`src/rtl/uart_mmio_pkg.sv`:
```
// uart_mmio_pkg: shared definitions for the memory-mapped UART.
//   - register byte offsets (bits [3:2] select the register)
//   - STATUS bit indices
//   - TX / RX engine state enums
package uart_mmio_pkg;

  localparam logic [3:0] REG_DATA   = 4'h0;
  localparam logic [3:0] REG_STATUS = 4'h4;
  localparam logic [3:0] REG_CTRL   = 4'h8;
  localparam logic [3:0] REG_DIV    = 4'hC;

  localparam int ST_TX_BUSY   = 0;
  localparam int ST_RX_VALID  = 1;
  localparam int ST_TX_FULL   = 2;
  localparam int ST_RX_FULL   = 3;
  localparam int ST_RX_OVR    = 4;
  localparam int ST_FRAME_ERR = 5;

  localparam int CTRL_RX_IRQ_EN = 0;
  localparam int CTRL_TX_IRQ_EN = 1;

  // Smallest divisor the engines can run with (mid-bit sampling needs >= 4 cycles/bit).
  localparam int DIV_MIN = 3;

  typedef enum logic [1:0] {TX_IDLE, TX_START, TX_DATA, TX_STOP} tx_state_t;
  typedef enum logic [2:0] {RX_IDLE, RX_START, RX_DATA, RX_STOP, RX_WAIT_HIGH} rx_state_t;

endpackage

```
`src/rtl/uart_mmio_sync_fifo.sv`:
```
// sync_fifo: single-clock FIFO with registered pointers and a combinational head.
// Ports:
//   i_clk, i_rst_n      clock, async active-low reset
//   i_push, i_data      write strobe / data
//   i_pop               read strobe (ignored when empty)
//   o_data              current head entry
//   o_full, o_empty     occupancy flags
// A push while full is accepted only if an effective pop happens in the same
// cycle; callers that must drop on full gate i_push themselves.
module sync_fifo #(
  parameter int WIDTH = 8,
  parameter int DEPTH = 16
) (
  input  logic             i_clk,
  input  logic             i_rst_n,
  input  logic             i_push,
  input  logic [WIDTH-1:0] i_data,
  input  logic             i_pop,
  output logic [WIDTH-1:0] o_data,
  output logic             o_full,
  output logic             o_empty
);

  localparam int AW = $clog2(DEPTH);

  logic [WIDTH-1:0] r_mem [DEPTH];
  logic [AW-1:0]    r_wr_ptr;
  logic [AW-1:0]    r_rd_ptr;
  logic [AW:0]      r_count;
  logic             w_pop;
  logic             w_push;

  assign o_full  = (r_count == (AW+1)'(DEPTH));
  assign o_empty = (r_count == '0);
  assign w_pop   = i_pop & ~o_empty;
  assign w_push  = i_push & (~o_full | w_pop);
  assign o_data  = r_mem[r_rd_ptr];

  always_ff @(posedge i_clk or negedge i_rst_n) begin
    if (!i_rst_n) begin
      r_wr_ptr <= '0;
      r_rd_ptr <= '0;
      r_count  <= '0;
    end else begin
      if (w_push) r_wr_ptr <= r_wr_ptr + 1'b1;
      if (w_pop)  r_rd_ptr <= r_rd_ptr + 1'b1;
      case ({w_push, w_pop})
        2'b10:   r_count <= r_count + 1'b1;
        2'b01:   r_count <= r_count - 1'b1;
        default: ;
      endcase
    end
  end

  // Storage is not reset; pointers define validity.
  always_ff @(posedge i_clk) begin
    if (w_push) r_mem[r_wr_ptr] <= i_data;
  end

endmodule

```
`src/rtl/uart_mmio.sv`:
```
// uart_mmio: memory-mapped UART with TX/RX FIFOs, programmable divisor,
// sticky error flags and a registered interrupt.
// Ports:
//   clk, reset_n_i                 clock, async active-low reset
//   sel_i, we_i, addr_i, data_in_i single-cycle bus access
//   data_out_o                     combinational read data
//   rx_i                           async serial input
//   tx_o                           serial output (idle high)
//   irq_o                          registered interrupt
// Map: 0x0 DATA, 0x4 STATUS, 0x8 CTRL, 0xC DIV. Bit period = DIV+1 cycles.
module uart_mmio
  import uart_mmio_pkg::*;
#(
  parameter int FREQ_MHZ   = 12,
  parameter int BAUDS      = 115200,
  parameter int FIFO_DEPTH = 16,
  parameter int DIV_W      = 16
) (
  input  logic        clk,
  input  logic        reset_n_i,
  input  logic        sel_i,
  input  logic        we_i,
  input  logic [3:0]  addr_i,
  input  logic [31:0] data_in_i,
  output logic [31:0] data_out_o,
  input  logic        rx_i,
  output logic        tx_o,
  output logic        irq_o
);

  localparam int               DIV_RST_I = FREQ_MHZ * 1_000_000 / BAUDS - 1;
  localparam logic [DIV_W-1:0] DIV_RST   = DIV_W'(DIV_RST_I);
  localparam logic [DIV_W-1:0] DIV_FLOOR = DIV_W'(DIV_MIN);
  localparam logic [DIV_W-1:0] DIV_ONE   = DIV_W'(1);

  // ---------------- bus decode ----------------
  logic w_is_data, w_is_status, w_is_ctrl, w_is_div, w_wr, w_rd;
  logic w_unused;

  assign w_is_data   = (addr_i[3:2] == REG_DATA[3:2]);
  assign w_is_status = (addr_i[3:2] == REG_STATUS[3:2]);
  assign w_is_ctrl   = (addr_i[3:2] == REG_CTRL[3:2]);
  assign w_is_div    = (addr_i[3:2] == REG_DIV[3:2]);
  assign w_wr        = sel_i & we_i;
  assign w_rd        = sel_i & ~we_i;
  assign w_unused    = ^{addr_i[1:0], data_in_i};

  // ---------------- registers ----------------
  logic [DIV_W-1:0] r_div;
  logic [1:0]       r_ctrl;
  logic             r_ovr, r_ferr, r_irq;
  logic [DIV_W-1:0] w_div_wdata;

  // ---------------- TX path signals ----------------
  tx_state_t        r_tx_state, w_tx_state_nxt;
  logic [DIV_W-1:0] r_tx_cnt, r_tx_div;
  logic [2:0]       r_tx_bit;
  logic [7:0]       r_tx_shift;
  logic             r_tx_o;
  logic             w_tx_push, w_tx_pop, w_tx_full, w_tx_empty, w_tx_bit_end;
  logic [7:0]       w_tx_head;

  // ---------------- RX path signals ----------------
  rx_state_t        r_rx_state, w_rx_state_nxt;
  logic             r_rx_s1, r_rx_s2, r_rx_prev;
  logic [DIV_W-1:0] r_rx_cnt, r_rx_div, w_rx_half;
  logic [2:0]       r_rx_bit;
  logic [7:0]       r_rx_shift;
  logic             w_rx_push, w_rx_pop, w_rx_full, w_rx_empty;
  logic             w_rx_bit_end, w_rx_mid_hit, w_set_ferr, w_set_ovr;
  logic [7:0]       w_rx_head;

  // ---------------- FIFOs ----------------
  // TX writes to a full FIFO are dropped even if the engine pops that cycle.
  assign w_tx_push = w_wr & w_is_data & ~w_tx_full;
  assign w_rx_pop  = w_rd & w_is_data & ~w_rx_empty;

  sync_fifo #(.WIDTH(8), .DEPTH(FIFO_DEPTH)) u_tx_fifo (
    .i_clk   (clk),
    .i_rst_n (reset_n_i),
    .i_push  (w_tx_push),
    .i_data  (data_in_i[7:0]),
    .i_pop   (w_tx_pop),
    .o_data  (w_tx_head),
    .o_full  (w_tx_full),
    .o_empty (w_tx_empty)
  );

  // RX push on a full FIFO succeeds when a DATA read pops in the same cycle.
  sync_fifo #(.WIDTH(8), .DEPTH(FIFO_DEPTH)) u_rx_fifo (
    .i_clk   (clk),
    .i_rst_n (reset_n_i),
    .i_push  (w_rx_push),
    .i_data  (r_rx_shift),
    .i_pop   (w_rx_pop),
    .o_data  (w_rx_head),
    .o_full  (w_rx_full),
    .o_empty (w_rx_empty)
  );

  assign w_set_ovr = w_rx_push & w_rx_full & ~w_rx_pop;

  // ---------------- register file ----------------
  assign w_div_wdata = data_in_i[DIV_W-1:0];

  always_ff @(posedge clk or negedge reset_n_i) begin
    if (!reset_n_i) begin
      r_div  <= DIV_RST;
      r_ctrl <= '0;
      r_ovr  <= 1'b0;
      r_ferr <= 1'b0;
      r_irq  <= 1'b0;
    end else begin
      if (w_wr && w_is_ctrl) r_ctrl <= data_in_i[1:0];
      if (w_wr && w_is_div)  r_div  <= (w_div_wdata < DIV_FLOOR) ? DIV_FLOOR : w_div_wdata;
      // A new error event wins over a same-cycle clear so it is never lost.
      if (w_set_ovr)                                          r_ovr <= 1'b1;
      else if (w_wr && w_is_status && data_in_i[ST_RX_OVR])   r_ovr <= 1'b0;
      if (w_set_ferr)                                         r_ferr <= 1'b1;
      else if (w_wr && w_is_status && data_in_i[ST_FRAME_ERR]) r_ferr <= 1'b0;
      r_irq <= (r_ctrl[CTRL_RX_IRQ_EN] & ~w_rx_empty) |
               (r_ctrl[CTRL_TX_IRQ_EN] & w_tx_empty & (r_tx_state == TX_IDLE));
    end
  end

  always_comb begin
    data_out_o = '0;
    unique case (addr_i[3:2])
      REG_DATA[3:2]:   data_out_o = w_rx_empty ? 32'd0 : {24'd0, w_rx_head};
      REG_STATUS[3:2]: begin
        data_out_o[ST_TX_BUSY]   = ~w_tx_empty | (r_tx_state != TX_IDLE);
        data_out_o[ST_RX_VALID]  = ~w_rx_empty;
        data_out_o[ST_TX_FULL]   = w_tx_full;
        data_out_o[ST_RX_FULL]   = w_rx_full;
        data_out_o[ST_RX_OVR]    = r_ovr;
        data_out_o[ST_FRAME_ERR] = r_ferr;
      end
      REG_CTRL[3:2]:   data_out_o[1:0] = r_ctrl;
      default:         data_out_o = 32'(r_div);
    endcase
  end

  assign irq_o = r_irq;
  assign tx_o  = r_tx_o;

  // ---------------- TX engine ----------------
  assign w_tx_bit_end = (r_tx_cnt == r_tx_div);

  always_ff @(posedge clk or negedge reset_n_i) begin
    if (!reset_n_i) r_tx_state <= TX_IDLE;
    else            r_tx_state <= w_tx_state_nxt;
  end

  always_comb begin
    w_tx_state_nxt = r_tx_state;
    w_tx_pop       = 1'b0;
    case (r_tx_state)
      TX_IDLE: if (!w_tx_empty) begin
        w_tx_pop       = 1'b1;
        w_tx_state_nxt = TX_START;
      end
      TX_START: if (w_tx_bit_end) w_tx_state_nxt = TX_DATA;
      TX_DATA:  if (w_tx_bit_end && r_tx_bit == 3'd7) w_tx_state_nxt = TX_STOP;
      TX_STOP:  if (w_tx_bit_end) begin
        // Chain straight into the next start bit: no idle gap between frames.
        if (!w_tx_empty) begin
          w_tx_pop       = 1'b1;
          w_tx_state_nxt = TX_START;
        end else begin
          w_tx_state_nxt = TX_IDLE;
        end
      end
      default: w_tx_state_nxt = TX_IDLE;
    endcase
  end

  // Datapath: DIV is latched per frame so mid-frame writes wait for the next start bit.
  always_ff @(posedge clk or negedge reset_n_i) begin
    if (!reset_n_i) begin
      r_tx_o     <= 1'b1;
      r_tx_cnt   <= '0;
      r_tx_div   <= DIV_RST;
      r_tx_bit   <= '0;
      r_tx_shift <= '0;
    end else if (w_tx_pop) begin
      r_tx_shift <= w_tx_head;
      r_tx_div   <= r_div;
      r_tx_cnt   <= '0;
      r_tx_o     <= 1'b0;
    end else if (r_tx_state != TX_IDLE) begin
      if (w_tx_bit_end) begin
        r_tx_cnt <= '0;
        case (r_tx_state)
          TX_START: begin
            r_tx_o   <= r_tx_shift[0];
            r_tx_bit <= '0;
          end
          TX_DATA: begin
            if (r_tx_bit == 3'd7) begin
              r_tx_o <= 1'b1;
            end else begin
              r_tx_o     <= r_tx_shift[1];
              r_tx_shift <= r_tx_shift >> 1;
              r_tx_bit   <= r_tx_bit + 1'b1;
            end
          end
          default: r_tx_o <= 1'b1;
        endcase
      end else begin
        r_tx_cnt <= r_tx_cnt + 1'b1;
      end
    end
  end

  // ---------------- RX engine ----------------
  // Start-bit sample point: (DIV+1)/2 cycles after the edge, i.e. cnt == (DIV-1)/2.
  assign w_rx_half    = (r_rx_div - DIV_ONE) >> 1;
  assign w_rx_bit_end = (r_rx_cnt == r_rx_div);
  assign w_rx_mid_hit = (r_rx_cnt == w_rx_half);

  always_ff @(posedge clk or negedge reset_n_i) begin
    if (!reset_n_i) begin
      r_rx_s1    <= 1'b1;
      r_rx_s2    <= 1'b1;
      r_rx_prev  <= 1'b1;
      r_rx_state <= RX_IDLE;
    end else begin
      r_rx_s1    <= rx_i;
      r_rx_s2    <= r_rx_s1;
      r_rx_prev  <= r_rx_s2;
      r_rx_state <= w_rx_state_nxt;
    end
  end

  always_comb begin
    w_rx_state_nxt = r_rx_state;
    w_rx_push      = 1'b0;
    w_set_ferr     = 1'b0;
    case (r_rx_state)
      RX_IDLE:  if (r_rx_prev && !r_rx_s2) w_rx_state_nxt = RX_START;
      RX_START: if (w_rx_mid_hit) w_rx_state_nxt = r_rx_s2 ? RX_IDLE : RX_DATA;
      RX_DATA:  if (w_rx_bit_end && r_rx_bit == 3'd7) w_rx_state_nxt = RX_STOP;
      RX_STOP:  if (w_rx_bit_end) begin
        if (r_rx_s2) begin
          w_rx_push      = 1'b1;
          w_rx_state_nxt = RX_IDLE;
        end else begin
          w_set_ferr     = 1'b1;
          w_rx_state_nxt = RX_WAIT_HIGH;
        end
      end
      RX_WAIT_HIGH: if (r_rx_s2) w_rx_state_nxt = RX_IDLE;
      default: w_rx_state_nxt = RX_IDLE;
    endcase
  end

  always_ff @(posedge clk or negedge reset_n_i) begin
    if (!reset_n_i) begin
      r_rx_cnt   <= '0;
      r_rx_div   <= DIV_RST;
      r_rx_bit   <= '0;
      r_rx_shift <= '0;
    end else begin
      case (r_rx_state)
        RX_IDLE: begin
          r_rx_cnt <= '0;
          r_rx_bit <= '0;
          if (w_rx_state_nxt == RX_START) r_rx_div <= r_div;
        end
        RX_START: r_rx_cnt <= w_rx_mid_hit ? '0 : r_rx_cnt + 1'b1;
        RX_DATA: begin
          if (w_rx_bit_end) begin
            r_rx_cnt   <= '0;
            r_rx_shift <= {r_rx_s2, r_rx_shift[7:1]};
            r_rx_bit   <= r_rx_bit + 1'b1;
          end else begin
            r_rx_cnt <= r_rx_cnt + 1'b1;
          end
        end
        RX_STOP: r_rx_cnt <= r_rx_cnt + 1'b1;
        default: r_rx_cnt <= '0;
      endcase
    end
  end

endmodule

```
`config.mk`:
```
export PLATFORM = sky130hd
export DESIGN_NAME = uart_mmio
export DESIGN_NICKNAME = d
export VERILOG_FILES = /design/src/rtl/uart_mmio_pkg.sv /design/src/rtl/uart_mmio_sync_fifo.sv /design/src/rtl/uart_mmio.sv
export SDC_FILE = /design/constraint.sdc
export NUM_CORES = 1
export LEC_CHECK = 0
export CAP_MARGIN = 20
export CORE_MARGIN = 4
export CORE_UTILIZATION = 63
export CTS_BUF_LIST = sky130_fd_sc_hd__clkbuf_4
export DETAILED_ROUTE_END_ITERATION = 8
export GPL_ROUTABILITY_DRIVEN = 0
export PLACE_DENSITY = 0.92
export SLEW_MARGIN = 20
export SYNTH_ARGS = -nofsm -noshare
export SYNTH_HDL_FRONTEND = slang
export SYNTH_SLANG_ARGS = --single-unit
```
`constraint.sdc`:
```
create_clock -name clk -period 3.96 [get_ports clk]
set_input_delay 0.792 -clock clk [delete_from_list [all_inputs] [get_ports clk]]
set_output_delay 0.792 -clock clk [all_outputs]
set_load 0.005 [all_outputs]
```
==> flow_summary_export.csv <==
group,metric,value,unit
cts,cts_sinks,398,
outcome,run_status,"finished, violations left",
cts,cts_tree,"yes",
floorplan,coreArea,0.0279,sq mm
global_routing,gr-usage-met3,0.0540,
critical_path,arrival,3.17,ns
detailed_routing,drtAntennaViolNets,0,
global_routing,gr-usage-all-layers,0.282,
yosys,synth_top_cell_area_share,0.429,
outcome,violations,"setup timing",
global_routing,top_usage_layer,"met2",
critical_path,startpoint_type,"flip-flop",
power,powerDensity,653,mW/mm^2
sta,fin_worst_skew,0.0699,ns
sta,fmax,252,MHz
yosys,ys_top_cells_by_area,"edfxtp_1 (43%), dfrtp_1 (17%), mux4_2 (9.5%)",
critical_path,critPathKind,"reg2out",
critical_path,reg2regPathDepth,13,
yosys,ys_ff_latch,398,
finish,synthToLayoutAreaGrowth,13.3,%
critical_path,slowest_delay,0.53,ns
cts,worstSkewPairLatency,0.77,ns
sta,min_period,3.96,ns
critical_path,slowest_stage,"mux4_2",
finish,regArea,0.0113,sq mm
yosys,synth_edf_count,256,
floorplan,die-area,0.0312,sq mm
critical_path,crit_chain,"buf_4 > buf_12 > buf_4 > mux4_2 > mux4_2 > a32o_1 > dlygate4sd2_1",
cts,cts_buffers,97,
floorplan,io_pins,75,
sta,drv_slew,0,
global_routing,grtUsageMet1,0.363,
cts,ctsLongestPathBuffers,3,
run,cap_viol_max_count,0,
critical_path,critical_path.max_fanout,9,
global_routing,antenna_found_initial,1,
global_routing,grt_max_degree,84,
detailed_routing,drc,0,
floorplan,fp.dieH,177,um
yosys,avgSynthCellArea,14.6,sq um
finish,fin_nets,1435,
global_routing,grt_util_met2,0.477,
cts,htreeDepth,3,
min_path,hold_path.class,"in2async",
yosys,ys_seq_area_frac,0.628,
critical_path,required,3.17,ns
yosys,syn_area,0.0179,sq mm
placement,dp_cells,1627,
sta,setup-violations-final,1,
finish,fillers,1591,
sta,relSlewSlack,0.375,
finish,final_cells,1824,
finish,drive_above_1_share,0.271,
critical_path,reg2reg_slack,0.33,ns
finish,multi_input_area,0.00623,sq mm
yosys,syn_inst,1225,
detailed_routing,drt_first_pass_iters,8,
floorplan,rows,61,
power,leakage,7.74,nW
placement,hpwl,27.4,mm
global_routing,grt_first_pass_wirelength,67.6,mm
critical_path,worstSetupStartpoint,"u_rx_fifo.r_rd_ptr[0]$_DFFE_PN0P_",
critical_path,critPathCaptureType,"output port",
yosys,async_reset_ff_frac,0.357,
yosys,synth_top_cell_by_area,"edfxtp_1",
floorplan,start_util,0.642,
global_routing,grt_pass1_vias,11900,
sta,hold_slack,0.0316,ns
placement,io_buffers,40,
global_routing,grt_overflow,0,
detailed_routing,wire_per_inst,23.6,um
sta,fin_crit_sh,1.00,
sta,hold_viol,0,
sta,setup_slack,-0.00129,ns
detailed_routing,drtIter0Drc,1335,
yosys,ys_warn_count,0,
detailed_routing,via_per_inst,6.37,
critical_path,timing.rr.end,"u_rx_fifo.r_count[4]$_DFFE_PN0P_",
critical_path,timing.rr.start,"r_rx_cnt[1]$_DFF_PN0_",
sta,worstMarginPinSlew,0.914,ns
yosys,dominantRegCellSynth,"edfxtp_1",
floorplan,dieWidth,177,um
cts,clk_pin_slew,0.07,ns
power,ir_drop,0.433,mV
detailed_routing,drt_wl_total,43.1,mm
yosys,synth_cell_type_count,70,
cts,clockRootBuffer,"clkbuf_4",
finish,finish.utilization,0.727,
detailed_routing,num_vias,11600,
==> cells in the final DEF, fill, tap and decap left out, drive strengths merged, types with 4 or more instances in the layout <==
cell and n:
edfxtp 256, clkbuf 149, dfrtp 123, nand2 103, mux4 76, buf 63
nor2 58, xor2 49, xnor2 49, mux2 44, a21oi 41, inv 38
o21ai 33, clkdlybuf4s50 31, ha 30, clkinv 29, and2 20, nor3 19
dfstp 19, nand4 18, conb 16, nand3 15, and3 14, nand2b 14
mux2i 14, nor4 13, nor2b 8, a21o 8, or3 7, a22o 7
dlygate4sd2 7, a211oi 7, or4 5, and4 4, nand4b 4, a22oi 4
==> cell families (layout without fill, tap and decap cells) <==
logic type / after synthesis / count (layout) / synth area share
XOR/XNOR: 98 / 98 / 0.0479
multiplexers: 134 / 134 / 0.131
buffers and inverters: 113 / 318 / 0.0292
adder cells (fa/ha/maj): 32 / 32 / 0.0232
AND/OR/NAND/NOR: 314 / 314 / 0.0877
other: 1 / 17 / 0.000209
flip-flops: 398 / 398 / 0.628
AO/OA/AOI/OAI: 135 / 135 / 0.0526
==> synth_stat cells (18+ instances only) <==
| master | n |
|---|---|
| mux4_2 | 76 |
| xor2_1 | 49 |
| nand2_1 | 103 |
| o21ai_0 | 33 |
| inv_1 | 34 |
| nand4_1 | 18 |
| and2_1 | 20 |
| clkbuf_1 | 43 |
| a21oi_1 | 31 |
| dfrtp_1 | 123 |
| xnor2_1 | 49 |
| mux2_2 | 44 |
| dfstp_2 | 19 |
| edfxtp_1 | 256 |
| ha_1 | 30 |
| nor2_1 | 58 |
| nor3_1 | 19 |
==> worst max-delay path: cells and delay by family, from the launching register on <==
| kind | cells | cell delay [ns] |
|---|---|---|
| AO/OA/AOI/OAI | 1 | 0.29 |
| buffers and inverters | 4 | 0.70 |
| flip-flops | 1 | 0.45 |
| multiplexers | 2 | 0.98 |
==> report_power, final <==
part | leakage, nW | total [W] | internal [W] | switching [W]
sequential | 4.07 | 0.00561 | 0.00489 | 0.000719
combinational | 2.91 | 0.00420 | 0.00204 | 0.00216
clock | 0.762 | 0.00345 | 0.00174 | 0.00171
total | 7.74 | 0.0133 | 0.00867 | 0.00459
==> state kept, by name, indices dropped and copies added, names as in the netlist, 2 cells and up <==
signal              flops
r_ctrl                  2
r_div                  16
r_rx_bit                3
r_rx_cnt               16
r_rx_div               16
r_rx_shift              8
r_rx_state              3
r_tx_bit                3
r_tx_cnt               16
r_tx_div               16
r_tx_shift              8
r_tx_state              2
u_rx_fifo.r_count       5
u_rx_fifo.r_mem       128
u_rx_fifo.r_rd_ptr      4
u_rx_fifo.r_wr_ptr      4
u_tx_fifo.r_count       5
u_tx_fifo.r_mem       128
u_tx_fifo.r_rd_ptr      4
u_tx_fifo.r_wr_ptr      4
==> stage by stage <==
step	total power [W]	instance area [sq um]	setup TNS, ns	setup WS [ns]
2_1_floorplan	0.00839	18000	0	0.693
3_3_place_gp	0.00925	18900	0	0.328
3_5_place_dp	0.00953	18900	0	0.197
4_1_cts	0.0132	20300	-0.0651	-0.0651
5_1_grt	0.0139	20300	-0.0596	-0.0349
6_report	0.0133	20300	-0.00129	-0.00129
==> final cells by class <==
cell class | count | area share
Antenna cell | 1 | 0.000123
Clock buffer | 149 | 0.0551
Clock inverter | 33 | 0.00794
Inverter | 34 | 0.00628
Multi-Input combinational cell | 729 | 0.306
Sequential cell | 398 | 0.555
Tap cell | 378 | 0.0233
Timing Repair Buffer | 102 | 0.0462
==> per-layer routing <==
metal	share of wire	up-vias
li1	-	4910
met1	0.36	5724
met3	0.089	204
met4	0.047	0
met5	0	-
met2	0.50	774
==> what timing repair did <==
item	in CTS	in global routing
pin swaps	0	2
hold buffers	0	0
gates resized for setup	24	2
buffers inserted	9	3
endpoints found under the setup margin	8	2
gates cloned	2	0
==> worst max path at each step <==
stage,end,depth (start not counted)
6_report,data_out_o[6],7
5_1_grt,data_out_o[5],8
4_1_cts,data_out_o[1],7
3_5_place_dp,u_rx_fifo.r_count[4]$_DFFE_PN0P_,13
3_3_place_gp,u_rx_fifo.r_count[4]$_DFFE_PN0P_,13
2_1_floorplan,u_tx_fifo.r_count[4]$_DFFE_PN0P_,14
(Power assumes the default switching activity.)
==> RTL change, RTL diff (config.mk and constraints unchanged) <==
Register the inputs `sel_i`, `we_i`, `addr_i`, `data_in_i` and `rx_i` before use, without a reset. The logic sees them one clock later. Comments in the files are not updated.
--- a/src/rtl/uart_mmio.sv
+++ b/src/rtl/uart_mmio.sv
@@ -35,2 +35,16 @@
 
+  logic sel_q;
+  logic we_q;
+  logic [3:0] addr_q;
+  logic [31:0] data_in_q;
+  logic rx_q;
+
+  always_ff @(posedge clk) begin
+    sel_q     <= sel_i;
+    we_q      <= we_i;
+    addr_q    <= addr_i;
+    data_in_q <= data_in_i;
+    rx_q      <= rx_i;
+  end
+
   // ---------------- bus decode ----------------
@@ -39,9 +53,9 @@
 
-  assign w_is_data   = (addr_i[3:2] == REG_DATA[3:2]);
-  assign w_is_status = (addr_i[3:2] == REG_STATUS[3:2]);
-  assign w_is_ctrl   = (addr_i[3:2] == REG_CTRL[3:2]);
-  assign w_is_div    = (addr_i[3:2] == REG_DIV[3:2]);
-  assign w_wr        = sel_i & we_i;
-  assign w_rd        = sel_i & ~we_i;
-  assign w_unused    = ^{addr_i[1:0], data_in_i};
+  assign w_is_data   = (addr_q[3:2] == REG_DATA[3:2]);
+  assign w_is_status = (addr_q[3:2] == REG_STATUS[3:2]);
+  assign w_is_ctrl   = (addr_q[3:2] == REG_CTRL[3:2]);
+  assign w_is_div    = (addr_q[3:2] == REG_DIV[3:2]);
+  assign w_wr        = sel_q & we_q;
+  assign w_rd        = sel_q & ~we_q;
+  assign w_unused    = ^{addr_q[1:0], data_in_q};
 
@@ -81,3 +95,3 @@
     .i_push  (w_tx_push),
-    .i_data  (data_in_i[7:0]),
+    .i_data  (data_in_q[7:0]),
     .i_pop   (w_tx_pop),
@@ -103,3 +117,3 @@
   // ---------------- register file ----------------
-  assign w_div_wdata = data_in_i[DIV_W-1:0];
+  assign w_div_wdata = data_in_q[DIV_W-1:0];
 
@@ -113,3 +127,3 @@
     end else begin
-      if (w_wr && w_is_ctrl) r_ctrl <= data_in_i[1:0];
+      if (w_wr && w_is_ctrl) r_ctrl <= data_in_q[1:0];
       if (w_wr && w_is_div)  r_div  <= (w_div_wdata < DIV_FLOOR) ? DIV_FLOOR : w_div_wdata;
@@ -117,5 +131,5 @@
       if (w_set_ovr)                                          r_ovr <= 1'b1;
-      else if (w_wr && w_is_status && data_in_i[ST_RX_OVR])   r_ovr <= 1'b0;
+      else if (w_wr && w_is_status && data_in_q[ST_RX_OVR])   r_ovr <= 1'b0;
       if (w_set_ferr)                                         r_ferr <= 1'b1;
-      else if (w_wr && w_is_status && data_in_i[ST_FRAME_ERR]) r_ferr <= 1'b0;
+      else if (w_wr && w_is_status && data_in_q[ST_FRAME_ERR]) r_ferr <= 1'b0;
       r_irq <= (r_ctrl[CTRL_RX_IRQ_EN] & ~w_rx_empty) |
@@ -127,3 +141,3 @@
     data_out_o = '0;
-    unique case (addr_i[3:2])
+    unique case (addr_q[3:2])
       REG_DATA[3:2]:   data_out_o = w_rx_empty ? 32'd0 : {24'd0, w_rx_head};
@@ -227,3 +241,3 @@
     end else begin
-      r_rx_s1    <= rx_i;
+      r_rx_s1    <= rx_q;
       r_rx_s2    <= r_rx_s1;
Behaviour: not the same (Yosys sat finds a counterexample within 4 cycles, from zero or initial values and one cycle with reset_n_i low).
==> RTL change against the unedited design <==
Maximum frequency is 0.48% higher; routed wire length is 3.6% higher; cell count is 1.6% higher; sequential cell count is 21 higher; total power is 4.5% lower; clock skew is 31 ps higher; area after synthesis is 3.3% higher; synthesized cell count is 2.9% higher; cell area is 3.0% higher; worst setup slack better by 19 ps; critical path depth is 1 higher; via count is 1.9% higher.
==> RTL change: results (changes against the unedited design) <==
* Result of the run: complete, no violations (was complete, but fails checks)
- Worst reg2reg endpoint: u_rx_fifo.r_mem[2][4]$_DFFE_PP_ (was u_rx_fifo.r_count[4]$_DFFE_PN0P_)
- Slew at the pin closest to its max-slew limit: 912 ps (was 914 ps)
- The detail-routed net length per standard cell came to 24.1 um (was 23.6 um).
* Crit path DAT: 3150 ps (was 3170 ps)
- Antenna violations before repair: 2 (was 1)
- The register-to-register setup slack came to 150 ps (was 330 ps).
* Final routed wirelength across all metal layers: 44600 um (was 43100 um)
* Post-route clock period utilization: 0.996 (was 1.00)
- The depth of the worst register-to-register path is 7 (was 13).
- The fraction of final layout cells sized beyond drive strength 1 is 0.281 (was 0.271).
- Top area cells in the synthesized netlist: edfxtp_1 (42%), dfrtp_1 (17%), mux4_2 (9.6%) (was edfxtp_1 (43%), dfrtp_1 (17%), mux4_2 (9.5%))
* Maximum number of pins on one net before global-route repair: 92 (was 84)
- Worst hold slack after final layout: 64.3 ps (was 31.6 ps)
* Clock buffer count from CTS: 100 (was 97)
- The starting DRC count in detailed routing came to 1387 (was 1335).
* CTS resizes: 11 (was 24)
- The setup TNS after final layout was 0 ps (was -1.29 ps).
- Worst ir drop on vdd: 0.322 mV (was 0.433 mV)
- The last element of the critical path was data_out_o[1] (was data_out_o[6]).
* Setup skew after layout: 101 ps (was 69.9 ps)
- The global-route wire length before repair is 67200 um (was 67600 um).
- Post-Place Worst Slack: 339 ps (was 197 ps)
- The launching point of the worst reg2reg path is r_rx_div[3]$_DFFE_PN0P_ (was r_rx_cnt[1]$_DFF_PN0_).
* Most common library cells after synthesis: edfxtp_1 (256), dfrtp_1 (123), nand2_1 (121), mux4_2 (79), xnor2_1 (70) (was edfxtp_1 (256), dfrtp_1 (123), nand2_1 (103), mux4_2 (76), nor2_1 (58))
* Initial DRT Pass Iterations: 6 (was 8)
* Area after detailed placement: 19300 um^2 (was 18900 um^2)
- The detail-routed via count per cell was 6.38 (was 6.37).
- The post-CTS setup repair buffer count was 0 (was 9).
- The share of synthesized area occupied by flip-flops and latches is 0.631 (was 0.628).
* Detailed-placement wirelength estimate: 27200 um (was 27400 um)
- Highest net fanout along the worst path: 6 (was 9)
- Vias in the first global route: 11900 (about the same)
- The leakage power was 8.02 nW (was 7.74 nW).
-- RTL change: cell types whose count changed after synthesis, sizes merged, moves of 17 or more --
cell | unedited run | this run
nand2 | 103 | 121
dfxtp | 0 | 21
xor2 | 49 | 32
xnor2 | 49 | 70
a21oi | 41 | 15
-- RTL change: logic make-up after synthesis --
group                      Yosys count  share of synthesized area
DFF                                419                      0.631
and+or+nand+nor                    342                     0.0944
muxes                              141                      0.133
buffers and inverters              115                     0.0282
AOI/OAI and AO/OA                  108                     0.0416
xor gates and xnor gates           102                     0.0482
adders and majority gates           33                     0.0230
other                                1                   0.000203
-- RTL change: worst max-delay path, stage by stage (launching register included) --
cell and delay [ps]:
dfrtp_2 380, buf_6 150, clkbuf_16 150, buf_4 110, mux4_2 510, mux4_2 530
nor2_2 160, o31ai_1 140, clkdlybuf4s15_1 240
-- RTL change: per-layer routing --
layer,global-route usage,part of all wire,routed length [um],vias up
li1,-,-,-,4985
met1,0.347,0.36,16100,5867
met2,0.441,0.51,22600,810
met3,0.0596,0.091,4070,169
met4,0.103,0.043,1900,2
met5,0,0.00016,7,-
-- RTL change: where the power goes --
part / total, W / internal [W] / switching, W
combinational: 0.00331 / 0.00164 / 0.00167
sequential: 0.00568 / 0.00506 / 0.000626
clock: 0.00367 / 0.00186 / 0.00181
-- RTL change: cell type report --
| type | count | area, um^2 |
|---|---|---|
| Antenna cell | 1 | 2.50 |
| Clock buffer | 160 | 1200 |
| Clock inverter | 26 | 151 |
| Fill cell | 1643 | 7940 |
| Inverter | 35 | 131 |
| Multi-Input combinational cell | 742 | 6420 |
| Sequential cell | 419 | 11700 |
| Tap cell | 384 | 480 |
| Timing Repair Buffer | 87 | 845 |
